**src/rtl/csr_snapshot_arbiter.sv**
```systemverilog
// Shares the CSR read port between the core (priority) and a host 64-bit counter snapshot sequencer.
// Optional starvation guard: define CSR_ARB_STARVE_GUARD_EN to add core_stall_o and a forced host grant.
module csr_snapshot_arbiter #(
    parameter int DATA_WIDTH     = 32,
    parameter int CSR_ADDR_WIDTH = 12,
    parameter int MAX_RETRY      = 3,
    parameter int STARVE_LIMIT   = 8
) (
    input  logic                      clk_i,
    input  logic                      rst_i,
    input  logic                      core_ren_i,
    input  logic [CSR_ADDR_WIDTH-1:0] core_raddr_i,
    output logic [DATA_WIDTH-1:0]     core_rdata_o,
    input  logic                      host_req_valid_i,
    output logic                      host_req_ready_o,
    input  logic [CSR_ADDR_WIDTH-1:0] host_req_addr_i,
    output logic                      host_rsp_valid_o,
    input  logic                      host_rsp_ready_i,
    output logic [63:0]               host_rsp_data_o,
    output logic                      host_rsp_err_o,
`ifdef CSR_ARB_STARVE_GUARD_EN
    output logic                      core_stall_o,
`endif
    output logic [CSR_ADDR_WIDTH-1:0] csr_raddr_o,
    input  logic [DATA_WIDTH-1:0]     csr_rdata_i
);

    typedef enum logic [2:0] {
        S_IDLE,
        S_RD_HI1,
        S_RD_LO,
        S_RD_HI2,
        S_RSP
    } state_t;

    localparam logic [CSR_ADDR_WIDTH-1:0] HI_OFS      = CSR_ADDR_WIDTH'(128);
    localparam logic [3:0]                MAX_RETRY_L = 4'(MAX_RETRY);

    state_t                      state_q, state_d;
    logic [CSR_ADDR_WIDTH-1:0]   lo_addr_q, lo_addr_d;
    logic [CSR_ADDR_WIDTH-1:0]   hi_addr_q, hi_addr_d;
    logic [31:0]                 hi1_q, hi1_d;
    logic [31:0]                 lo_q, lo_d;
    logic [3:0]                  retry_q, retry_d;
    logic [63:0]                 rsp_data_q, rsp_data_d;
    logic                        rsp_err_q, rsp_err_d;
    logic [CSR_ADDR_WIDTH-1:0]   seq_addr;
    logic                        host_gnt;
    logic                        in_rd;
    logic [31:0]                 rd32;

    assign in_rd = (state_q == S_RD_HI1) || (state_q == S_RD_LO) || (state_q == S_RD_HI2);
    assign rd32  = csr_rdata_i[31:0];

`ifdef CSR_ARB_STARVE_GUARD_EN
    localparam int CW = $clog2(STARVE_LIMIT + 1);

    logic [CW-1:0] starve_cnt_q;
    logic          force_gnt;

    // After STARVE_LIMIT consecutive blocked read cycles the host takes one cycle.
    assign force_gnt    = in_rd && core_ren_i && (starve_cnt_q == CW'(STARVE_LIMIT));
    assign core_stall_o = force_gnt;
    assign host_gnt     = !core_ren_i || force_gnt;

    always_ff @(posedge clk_i or posedge rst_i) begin
        if (rst_i) begin
            starve_cnt_q <= '0;
        end else if (in_rd && !host_gnt) begin
            starve_cnt_q <= starve_cnt_q + CW'(1);
        end else begin
            starve_cnt_q <= '0;
        end
    end
`else
    assign host_gnt = !core_ren_i;
`endif

    assign csr_raddr_o      = host_gnt ? seq_addr : core_raddr_i;
    assign core_rdata_o     = csr_rdata_i;
    assign host_req_ready_o = (state_q == S_IDLE) && !rst_i;
    assign host_rsp_valid_o = (state_q == S_RSP);
    assign host_rsp_data_o  = rsp_data_q;
    assign host_rsp_err_o   = rsp_err_q;

    always_comb begin
        state_d    = state_q;
        lo_addr_d  = lo_addr_q;
        hi_addr_d  = hi_addr_q;
        hi1_d      = hi1_q;
        lo_d       = lo_q;
        retry_d    = retry_q;
        rsp_data_d = rsp_data_q;
        rsp_err_d  = rsp_err_q;
        seq_addr   = lo_addr_q;
        case (state_q)
            S_IDLE: begin
                if (host_req_valid_i) begin
                    lo_addr_d = host_req_addr_i;
                    hi_addr_d = host_req_addr_i | HI_OFS;
                    retry_d   = '0;
                    if (host_req_addr_i[7]) begin
                        rsp_data_d = '0;
                        rsp_err_d  = 1'b1;
                        state_d    = S_RSP;
                    end else begin
                        state_d = (DATA_WIDTH == 64) ? S_RD_LO : S_RD_HI1;
                    end
                end
            end
            S_RD_HI1: begin
                seq_addr = hi_addr_q;
                if (host_gnt) begin
                    hi1_d   = rd32;
                    state_d = S_RD_LO;
                end
            end
            S_RD_LO: begin
                seq_addr = lo_addr_q;
                if (host_gnt) begin
                    lo_d = rd32;
                    if (DATA_WIDTH == 64) begin
                        rsp_data_d = 64'(csr_rdata_i);
                        rsp_err_d  = 1'b0;
                        state_d    = S_RSP;
                    end else begin
                        state_d = S_RD_HI2;
                    end
                end
            end
            S_RD_HI2: begin
                seq_addr = hi_addr_q;
                if (host_gnt) begin
                    if (rd32 == hi1_q) begin
                        rsp_data_d = {hi1_q, lo_q};
                        rsp_err_d  = 1'b0;
                        state_d    = S_RSP;
                    end else if (retry_q < MAX_RETRY_L) begin
                        hi1_d   = rd32;
                        retry_d = retry_q + 4'd1;
                        state_d = S_RD_LO;
                    end else begin
                        rsp_data_d = {rd32, lo_q};
                        rsp_err_d  = 1'b1;
                        state_d    = S_RSP;
                    end
                end
            end
            S_RSP: begin
                if (host_rsp_ready_i) begin
                    state_d = S_IDLE;
                end
            end
            default: state_d = S_IDLE;
        endcase
    end

    always_ff @(posedge clk_i or posedge rst_i) begin
        if (rst_i) begin
            state_q    <= S_IDLE;
            lo_addr_q  <= '0;
            hi_addr_q  <= '0;
            hi1_q      <= '0;
            lo_q       <= '0;
            retry_q    <= '0;
            rsp_data_q <= '0;
            rsp_err_q  <= 1'b0;
        end else begin
            state_q    <= state_d;
            lo_addr_q  <= lo_addr_d;
            hi_addr_q  <= hi_addr_d;
            hi1_q      <= hi1_d;
            lo_q       <= lo_d;
            retry_q    <= retry_d;
            rsp_data_q <= rsp_data_d;
            rsp_err_q  <= rsp_err_d;
        end
    end

endmodule

```
**config.mk**
```make
export PLATFORM = sky130hd
export DESIGN_NAME = csr_snapshot_arbiter
export DESIGN_NICKNAME = d
export VERILOG_FILES = /design/src/rtl/csr_snapshot_arbiter.sv
export SDC_FILE = /design/constraint.sdc
export NUM_CORES = 1
export LEC_CHECK = 0
export BUFFER_PORTS_ARGS = -buffer_cell sky130_fd_sc_hd__buf_2
export CAP_MARGIN = 5
export CORE_MARGIN = 4
export CORE_UTILIZATION = 40
export CTS_CLUSTER_SIZE = 20
export DETAILED_ROUTE_END_ITERATION = 10
export GPL_TIMING_DRIVEN = 0
export PLACE_DENSITY = 0.66
export SYNTH_ARGS = -nofsm -noshare
export SYNTH_HDL_FRONTEND = slang
export SYNTH_SLANG_ARGS = --single-unit
```
**constraint.sdc**
```tcl
create_clock -name clk_i -period 5 [get_ports clk_i]
set_input_delay 1 -clock clk_i [delete_from_list [all_inputs] [get_ports clk_i]]
set_output_delay 1 -clock clk_i [all_outputs]
set_load 0.05 [all_outputs]
```
Yosys cells after proc, flatten, opt, wreduce, memory -nomap -nowiden
Index checks and enable logic that the tools add are counted.
Cells by class
  add/sub/neg operators: 1
  $mul: 0
  divide/modulo/power cells: 0
  $lt $le $gt $ge: 1
  equal/unequal tests: 14
  shift-type cells: 0
  mux-type cells: 33
  bitwise operators: 1
  reduce and logical (&&, ||, !) cells: 12
Operators with widths (count)
  two-way mux 64 bit: 5
  two-way mux 32 bit: 4
  case mux 64 bit (2 select lines): 1
  case mux 32 bit (2 select lines): 1
  equality test 32 bit: 1
  two-way mux 12 bit: 2
  two-way mux 3 bit: 8
  AND reduction 5 bit: 4
  two-way mux 4 bit: 4
  case mux 3 bit (5 select lines): 1
  != test 2 bit (second input constant): 6
  case mux 4 bit (2 select lines): 1
  equality test 3 x 2 -> 1 bit (second input constant): 2
  two-way mux 1 bit: 5
  adder 4 x 1 -> 4 bit (second input constant): 1
  < comparator 4 x 2 -> 1 bit (second input constant): 1
  != test 2 x 1 -> 1 bit (second input constant): 2
  AND reduction 2 bit: 2
  nonzero test 2 bit: 2
  equality test 3 x 1 -> 1 bit (second input constant): 1
  equality test 3 bit (second input constant): 1
  logical NOT 3 bit: 1
  != test 3 bit (second input constant): 1
  case mux 1 bit (2 select lines): 1
  4 further kinds: 4
Word-level totals
  flip-flop bits (word level): 160
  bits in latches: 0
  memory bits (writable): 0
  memory bits (read-only): 0
  input bits: 61
  memories: 0

Logic depth before layout (Yosys ltp)
Gate-level depths: netlist of the first run.
  depth in word-level cells: 5
  gate-level depth with buffers: 10

Least setup slack after synthesis of the first run
No wires, ideal clock.
  path kind: input-to-output
  from: input port core_ren_i
  to: output port csr_raddr_o[7]
  arrival: 2.511 ns
  data required time: 4.000 ns
  setup slack: 1.489 ns
  stages on the path: 3
  path buffers: 2
  cell sequence: buf_2 > buf_1 > o21ai_0
Between the ends
  longest elaborated chain between the ends: 1
RTL lines
  start: declaration: line 11  | input logic core_ren_i,
  two-way mux 12 bit: line 79  | assign csr_raddr_o = host_gnt ? seq_addr : core_raddr_i;
  end: declaration: line 24  | output logic [CSR_ADDR_WIDTH-1:0] csr_raddr_o,
No other way between the ends.

Final worst setup path of the first run
  from: input port core_ren_i
  to: output port csr_raddr_o[3]
Same word-level chain as after synthesis.

==> results of run 1 <==
sequential cells by signal, summed over array words and instances (netlist names):
register / flops
host_rsp_err_o: 1
lo_q: 32
lo_addr_q: 12
state_q: 3
retry_q: 4
hi1_q: 32
host_rsp_data_o: 64
hi_addr_q: 1
worst max-delay path, cell delays in order:
cell	delay, ps
buf_2	210
buf_1	440
mux2_2	390
buf_2	210
cell type report:
type | count | area, µm²
clock inverters | 14 | 161.4
well taps | 216 | 270.3
inverters | 5 | 22.52
flip-flops and latches | 149 | 3729
clock buffers | 18 | 429.2
repair buffers | 173 | 910.9
fillers | 1390 | 7655
multi-input cells | 266 | 2345
plain buffers | 64 | 420.4
report_power, final:
part           switching (µW)  internal (µW)  leakage [µW]
Combinational            1480            805       0.00184
Sequential                284           1720       0.00188
Clock                     501            779      0.000277
Total                    2260           3300       0.00400
cells in the final DEF, fill, tap and decap left out, types with 6 or more instances in the layout:
| cell type | instances |
|---|---|
| a22o_1 | 32 |
| buf_4 | 33 |
| dfrtp_1 | 149 |
| clkbuf_1 | 11 |
| clkbuf_16 | 17 |
| buf_2 | 185 |
| clkinvlp_4 | 6 |
| mux2_2 | 78 |
| o2bb2ai_1 | 32 |
| nand2_1 | 6 |
| nand3_1 | 33 |
| nor4_1 | 7 |
| mux2_1 | 10 |
| xor2_1 | 32 |
worst min path at each step:
stage	from	endpoint	depth (start not counted)
after floorplan	hi_addr_q[7]	hi_addr_q[7]	1
after CTS	host_rsp_data_o[25]	host_rsp_data_o[25]	1
final	retry_q[0]	retry_q[0]	1
after detailed placement	hi_addr_q[7]	hi_addr_q[7]	1
after global placement	hi_addr_q[7]	hi_addr_q[7]	1
after global routing	hi_addr_q[7]	hi_addr_q[7]	1
cells by family after synthesis:
logic type / after synthesis / share of synthesized area
adder cells (fa/ha/maj): 1 / 0.001921
XOR/XNOR: 32 / 0.04304
buffers and inverters: 69 / 0.06743
AND/OR/NAND/NOR: 69 / 0.06283
multiplexers: 90 / 0.1552
AO/OA/AOI/OAI: 74 / 0.09702
flip-flops: 149 / 0.5725
routing by layer:
metal	vias up	GRT usage	share of wire
li1	2109	-	-
met1	2228	0.2404	0.45
met2	133	0.2937	0.48
met3	21	0.04495	0.057
met4	0	0.05487	0.013
met5	-	0	0
through the flow:
stage / power, µW / worst slack [ps] / hold WS [ps]
finish: 5568 / 1736 / 488.9
CTS: 5630 / 1712 / 491.3
floorplan: 3748 / 1489 / 439.3
global route: 5858 / 1634 / 505.7
global placement: 4254 / 1256 / 458.5
detailed placement: 4331 / 1672 / 465.0
==> flow_summary.yaml, run 1 <==
run_status:
  status: "finished, final reports clean"
grt:
  grt_pass1_wl_um: 25720
  grt_pass1_vias: 4800
  grt_max_degree: 44
  grt_overflow: 0
  gr-usage-all-layers: 0.1808
  antenna_found_initial: 0
cts:
  cts_setup_buffers: 0
  cts_buffer_depth: 2
  cts_tree: "yes"
  clock_sinks: 149
  cts_hold_buf: 0
  h-tree-depth: 4
  clk_latency_ps: 420
  cts.clk_slew.worst_paths_ps: 60
  cts_resized: 0
  cts_root_buf: "clkbuf_16"
  cts_buffers: 17
synthesis:
  synth_top_area_share: 0.5725
  synth.top_cells.by_area: "dfrtp_1 (57%), mux2_2 (13%), a22o_1 (4.3%), o2bb2ai_1 (4.3%), xor2_1 (4.3%)"
  yosysMostFrequentCell: "dfrtp_1"
  synth_flop_cell: "dfrtp_1"
  synthCells: 484
  ys.warnings.count: 0
  ys_async_sr_fraction: 1.000
  yosysUniqueCellTypes: 38
  post_synth.cell_area_avg_um2: 13.46
  ys_seq_elements: 149
  synth_nets: 546
  yosysTopAreaCell: "dfrtp_1"
  synth_edf_count: 0
  ys_top_cells_by_count: "dfrtp_1 (149), mux2_2 (78), buf_4 (33), nand3_1 (33)"
  yosysSeqAreaShare: 0.5725
  syn-cell-area_um2: 6512
worst_hold_path:
  hp-class: "reg2reg"
routing:
  vias_per_cell: 4.962
  ant_nets: 0
  drt_iter0_drc: 190
  wl_um: 16060
  wire_per_inst_um: 17.75
  num_vias: 4491
  first_pass_iters: 5
  drc: 0
power_and_ir_drop:
  power.density_nw_per_um2: 671.9
  p_leak_uw: 0.004004
  peakVddDrop_mv: 0.3220
finish:
  nets: 738
  fin_area_um2: 8288
  layout.cells.non_filler: 905
  insertedDiodeCount: 0
  final_util: 0.5199
  syn2layout_area_growth_pct: 27.26
  drive_gt1_frac: 0.5022
floorplan:
  ioPinCount: 172
  die_h_um: 135.6
  die_area_um2: 18390
  num_rows: 46
  start_util: 0.4085
  core_um2: 15940
  die_x_um: 135.6
setup_path:
  cp.required_ps: 4000
  reg2reg_slack_ps: 2480
  endpoint: "csr_raddr_o[3]"
  worstSetupPathType: "in2out"
  end_kind: "output pin"
  cp.arrival_ps: 2260
  r2r_cells: 8
  r2r_end: "host_rsp_data_o[11]"
  r2r_start: "hi1_q[26]"
  crit_fanout: 10
  worstSetupStartpointType: "input pin"
  crit_start: "core_ren_i"
sta:
  min_period_over_period: 0.6527
  finalHoldViolCount: 0
  drv_slew: 0
  setup_tns_ps: 0
  setup_viol: 0
  fmax_mhz: 306.4
  tightest_slew_ps: 939.6
  finalClockSkew_ps: 6.289
  post-route-min-period_ps: 3264
  rsz0062_at_grt: "false"
  slew_headroom: 0.3722
place:
  dp_hpwl_um: 11680
  placed_cell_area_um2: 7697
  dpl.cell_count: 873
  gp_congestion: 0.7600
  port-buffer-count: 170
job:
  cap_viol_max_count: 0
Power figures use the tool's default switching activity.
==> run 2, diff against run 1 <==
--- a/config.mk
+++ b/config.mk
@@ -12,7 +12,6 @@
 export CTS_CLUSTER_SIZE = 20
 export DETAILED_ROUTE_END_ITERATION = 10
 export GPL_TIMING_DRIVEN = 0
-export PLACE_DENSITY = 0.66
 export SYNTH_ARGS = -nofsm -noshare
 export SYNTH_HDL_FRONTEND = slang
 export SYNTH_SLANG_ARGS = --single-unit
==> constraint.sdc (replaced) <==
create_clock -name clk_i -period 3.07 [get_ports clk_i]
set_input_delay 0.614 -clock clk_i [delete_from_list [all_inputs] [get_ports clk_i]]
set_output_delay 0.614 -clock clk_i [all_outputs]
set_load 0.05 [all_outputs]
==> run 2 against run 1 <==
Non-clock buffer count is the same; critical path depth is the same; clock skew grew 2.8 ps; wire length is essentially flat; core utilization is essentially flat; final cell count shrank 0.22%; critical path type unchanged; largest power group unchanged.
==> flow_summary.yaml, run 2 (synthesized netlist as in run 1, its figures left out) <==
floorplan:
  die_h_um: 135.6
  ioPinCount: 172
  core_um2: 15940
  start_util: 0.4085
  num_rows: 46
  die_area_um2: 18390
  die_x_um: 135.6
cts:
  clk_latency_ps: 420
  clock_sinks: 149
  cts_root_buf: "clkbuf_16"
  h-tree-depth: 4
  cts_hold_buf: 0
  cts_setup_buffers: 0
  cts_resized: 0
  cts_tree: "yes"
  cts_buffers: 17
  cts_buffer_depth: 2
  cts.clk_slew.worst_paths_ps: 60
routing:
  wire_per_inst_um: 17.79
  vias_per_cell: 5.012
  ant_nets: 0
  first_pass_iters: 4
  drt_iter0_drc: 185
  wl_um: 16070
  num_vias: 4526
  drc: 0
power_and_ir_drop:
  power_uw: 9098
  p_leak_uw: 0.004022
  power.density_nw_per_um2: 1097
  peakVddDrop_mv: 0.5597
grt:
  antenna_found_initial: 0
  grt_pass1_vias: 4774
  top_usage_layer: "met2"
  grtUsageMet3: 0.05646
  grtUsageMet2: 0.2904
  grt_pass1_wl_um: 25990
  grtUsageMet1: 0.2487
  grt_max_degree: 42
  gr-usage-all-layers: 0.1834
  grt_overflow: 0
finish:
  mostFrequentLayoutCells: "buf_2 (185), dfrtp_1 (149), mux2_2 (78)"
  nets: 738
  fill_cells: 1426
  final_common_cell: "buf_2"
  syn2layout_area_growth_pct: 27.36
  largest_register_ffs: 64
  layout.cells.non_filler: 903
  insertedDiodeCount: 0
  drive_gt1_frac: 0.5007
setup_path:
  r2r_start: "hi1_q[8]"
  path_cells: "buf_2, buf_1, mux2_2, buf_2"
  crit_start: "core_ren_i"
  r2r_end: "host_rsp_data_o[34]"
  worstSetupPathType: "in2out"
  r2r_cells: 7
  worstSetupStartpointType: "input pin"
  cp_top_family: "buffers and inverters"
  cp.arrival_ps: 1830
  crit_top_cell: "buf_2"
  cp.required_ps: 2460
  crit_path_top_delay_cell: "buf_1"
  max_stage_delay_ps: 410
  reg2reg_slack_ps: 650
  endpoint: "csr_raddr_o[3]"
  worstSetupPathDepth: 4
  worst-path-buf-inv: 3
  end_kind: "output pin"
  crit_fanout: 10
sta:
  finalClockSkew_ps: 9.134
  finalHoldViolCount: 0
  slew_headroom: 0.3865
  fmax_mhz: 409.3
  tightest_slew_ps: 918.4
  post-route-min-period_ps: 2443
  min_period_over_period: 0.7957
  rsz0062_at_grt: "false"
  drv_slew: 0
  setup_viol: 0
place:
  dpl.cell_count: 873
  dp_hpwl_um: 11600
  port-buffer-count: 170
  gp_congestion: 0.7554
run_status:
  status: "finished, final reports clean"
worst_hold_path:
  hp-class: "in2async"
job:
  cap_viol_max_count: 0
[run 2: worst min-delay path by stage]
stage	startpoint	end	slack [ps]	cells past startpoint
3_5_place_dp	hi_addr_q[7]	hi_addr_q[7]	470	1
4_1_cts	host_rsp_ready_i	state_q[2]	370	2
2_1_floorplan	hi_addr_q[7]	hi_addr_q[7]	440	1
5_1_grt	host_rsp_ready_i	state_q[2]	400	2
6_report	rst_i	lo_addr_q[11]	390	2
3_3_place_gp	hi_addr_q[7]	hi_addr_q[7]	460	1
[run 2: routing by layer]
layer | wire [µm] | part of all wire
met5 | 0 | 0
met4 | 148 | 0.0092
met3 | 1003 | 0.062
met2 | 7543 | 0.47
met1 | 7369 | 0.46
[run 2: layout make-up]
| type | count | area [µm²] | area share |
|---|---|---|---|
| plain buffers | 64 | 420.4 | 0.05069 |
| clock buffers | 21 | 470.5 | 0.05672 |
| clock inverters | 9 | 126.4 | 0.01524 |
| inverters | 5 | 22.52 | 0.002715 |
| multi-input cells | 266 | 2345 | 0.2827 |
| flip-flops and latches | 149 | 3729 | 0.4495 |
| well taps | 216 | 270.3 | 0.03258 |
| repair buffers | 173 | 910.9 | 0.1098 |
[run 2: metrics by stage]
step / util / worst slack [ps] / cell area [µm²] / setup TNS, ps / hold WS (ps)
final: 0.5202 / 627.0 / 8294 / 0 / 390.5
after global routing: 0.5202 / 443.0 / 8294 / 0 / 399.3
after CTS: 0.5202 / 516.2 / 8294 / 0 / 372.1
after detailed placement: 0.4828 / 171.7 / 7697 / 0 / 465.3
after global placement: 0.4790 / -352.7 / 7637 / -50790 / 456.5
after floorplan: - / 331.3 / 6516 / 0 / 439.3
[run 2: power breakdown]
group	leakage [µW]	internal [µW]	switching, µW
clock network	0.000295	1330	782
registers	0.00188	2800	461
logic	0.00184	1310	2410
total	0.00402	5440	3650
[run 2: worst register-to-register path: cells and delay by family, from the launching register on]
kind,cells,cell delay (ps)
xor gates and xnor gates,1,140
DFF,1,390
AOI/OAI and AO/OA,2,490
buffers and inverters,1,350
and+or+nand+nor,3,920
==> run 3, diff against run 2 <==
==> constraint.sdc (replaced) <==
create_clock -name clk_i -period 2.6 [get_ports clk_i]
set_input_delay 0.52 -clock clk_i [delete_from_list [all_inputs] [get_ports clk_i]]
set_output_delay 0.52 -clock clk_i [all_outputs]
set_load 0.05 [all_outputs]
==> run 3 against run 2 <==
Register-to-register slack worse by 480 ps; core utilization up 0.12 points; non-clock buffer count up 1; first-iteration DRC count up 46%; critical path type is now reg2reg; largest cell class unchanged; largest power group unchanged; highest routed layer unchanged.
==> flow_summary.yaml, run 3 (synthesized netlist as in run 1, its figures left out) <==
run_status:
  status: "finished, final reports clean"
floorplan:
  core_um2: 15940
  start_util: 0.4085
  num_rows: 46
  die_h_um: 135.6
  ioPinCount: 172
  die_x_um: 135.6
  die_area_um2: 18390
sta:
  setup_viol: 0
  slew_headroom: 0.4334
  tightest_slew_ps: 847.7
  hold-worst-slack_ps: 151.8
  drv_slew: 0
  finalHoldViolCount: 0
  post-route-min-period_ps: 2426
  finalClockSkew_ps: 6.681
  fmax_mhz: 412.2
  rsz0062_at_grt: "false"
  min_period_over_period: 0.9332
finish:
  largest_register_ffs: 64
  mostFrequentLayoutCells: "buf_2 (185), dfrtp_1 (149), mux2_2 (78)"
  final_common_cell: "buf_2"
  regArea_um2: 3729
  nets: 739
  drive_gt1_frac: 0.5058
  fill_cells: 1444
  insertedDiodeCount: 0
  syn2layout_area_growth_pct: 27.65
  final_util: 0.5214
  multiInputGateArea_um2: 2364
power_and_ir_drop:
  power.density_nw_per_um2: 1287
  power_uw: 10700
  peakVddDrop_mv: 0.6266
  p_leak_uw: 0.004007
setup_path:
  cp.arrival_ps: 2730
  worstSetupPathType: "reg2reg"
  end_kind: "flop"
  worstSetupStartpointType: "flop"
  crit_fanout: 10
  cp.required_ps: 2910
grt:
  grt_max_degree: 43
  grt_pass1_vias: 4694
  antenna_found_initial: 0
  gr-usage-all-layers: 0.1812
  grt_pass1_wl_um: 25640
  grt_overflow: 0
routing:
  ant_nets: 0
  first_pass_iters: 4
  vias_per_cell: 5.032
  wl_um: 16120
  drc: 0
  wire_per_inst_um: 17.80
  drt_iter0_drc: 270
  num_vias: 4559
place:
  gp_congestion: 0.7369
  port-buffer-count: 170
  dp_hpwl_um: 11730
cts:
  cts_buffer_depth: 2
  cts.clk_slew.worst_paths_ps: 60
  clock_sinks: 149
  h-tree-depth: 4
  cts_buffers: 17
  cts_hold_buf: 0
  cts_tree: "yes"
  cts_root_buf: "clkbuf_16"
  clk_latency_ps: 420
job:
  cap_viol_max_count: 0
worst_hold_path:
  hp-class: "in2async"
==> run 3: worst paths after layout <==
kind                             startpoint                  end  slack (ps)  cells past startpoint
max                               hi1_q[31]  host_rsp_data_o[39]         170                      8
min                                   rst_i         lo_addr_q[3]         150                      2
max reg2reg                       hi1_q[31]  host_rsp_data_o[39]         170                      8
min reg2reg                    hi_addr_q[7]         hi_addr_q[7]         480                      1
max in group asynchronous             rst_i  host_rsp_data_o[11]        1670                      4
min in group clk_i         host_rsp_ready_i           state_q[2]         290                      2
==> run 3: per-layer routing <==
layer / track usage / routed length [µm]
met4: 0.05711 / 209
met1: 0.2543 / 7292
met3: 0.04198 / 885
met5: 0 / 0
met2: 0.2804 / 7736
==> run 3: power breakdown <==
part / switching (µW) / internal [µW]
clock network: 982 / 1440
registers: 548 / 3310
logic: 2870 / 1560
==> run 3: metrics by stage <==
step / area, µm² / instances / setup slack (ps) / TNS, ps
global route: 8313 / 906 / 15.05 / 0
CTS: 8300 / 906 / 58.39 / 0
floorplan: 6523 / 484 / 49.32 / 0
finish: 8313 / 906 / 173.8 / 0
detailed placement: 7724 / 874 / -239.2 / -13860
global placement: 7644 / 870 / -717.8 / -115460
==> run 3: critical path, stage by stage, from the launching register on <==
cell and delay, ps:
dfrtp_1 380, xor2_1 170, nor4_1 430, nand4_1 230
nor2_2 240, o21ai_1 160, buf_2 280, buf_6 190
a22o_1 230
==> run 3: repair_timing <==
item,in CTS,in global routing
setup buffers,0,0
setup endpoints to repair,0,45
gates resized for setup,0,2
==> run 3: cell type report <==
class / instances / area share
multi-input cells: 266 / 0.2843
plain buffers: 64 / 0.05057
flip-flops and latches: 149 / 0.4485
clock buffers: 20 / 0.05373
clock inverters: 12 / 0.01565
inverters: 5 / 0.002709
well taps: 216 / 0.03251
repair buffers: 174 / 0.1120
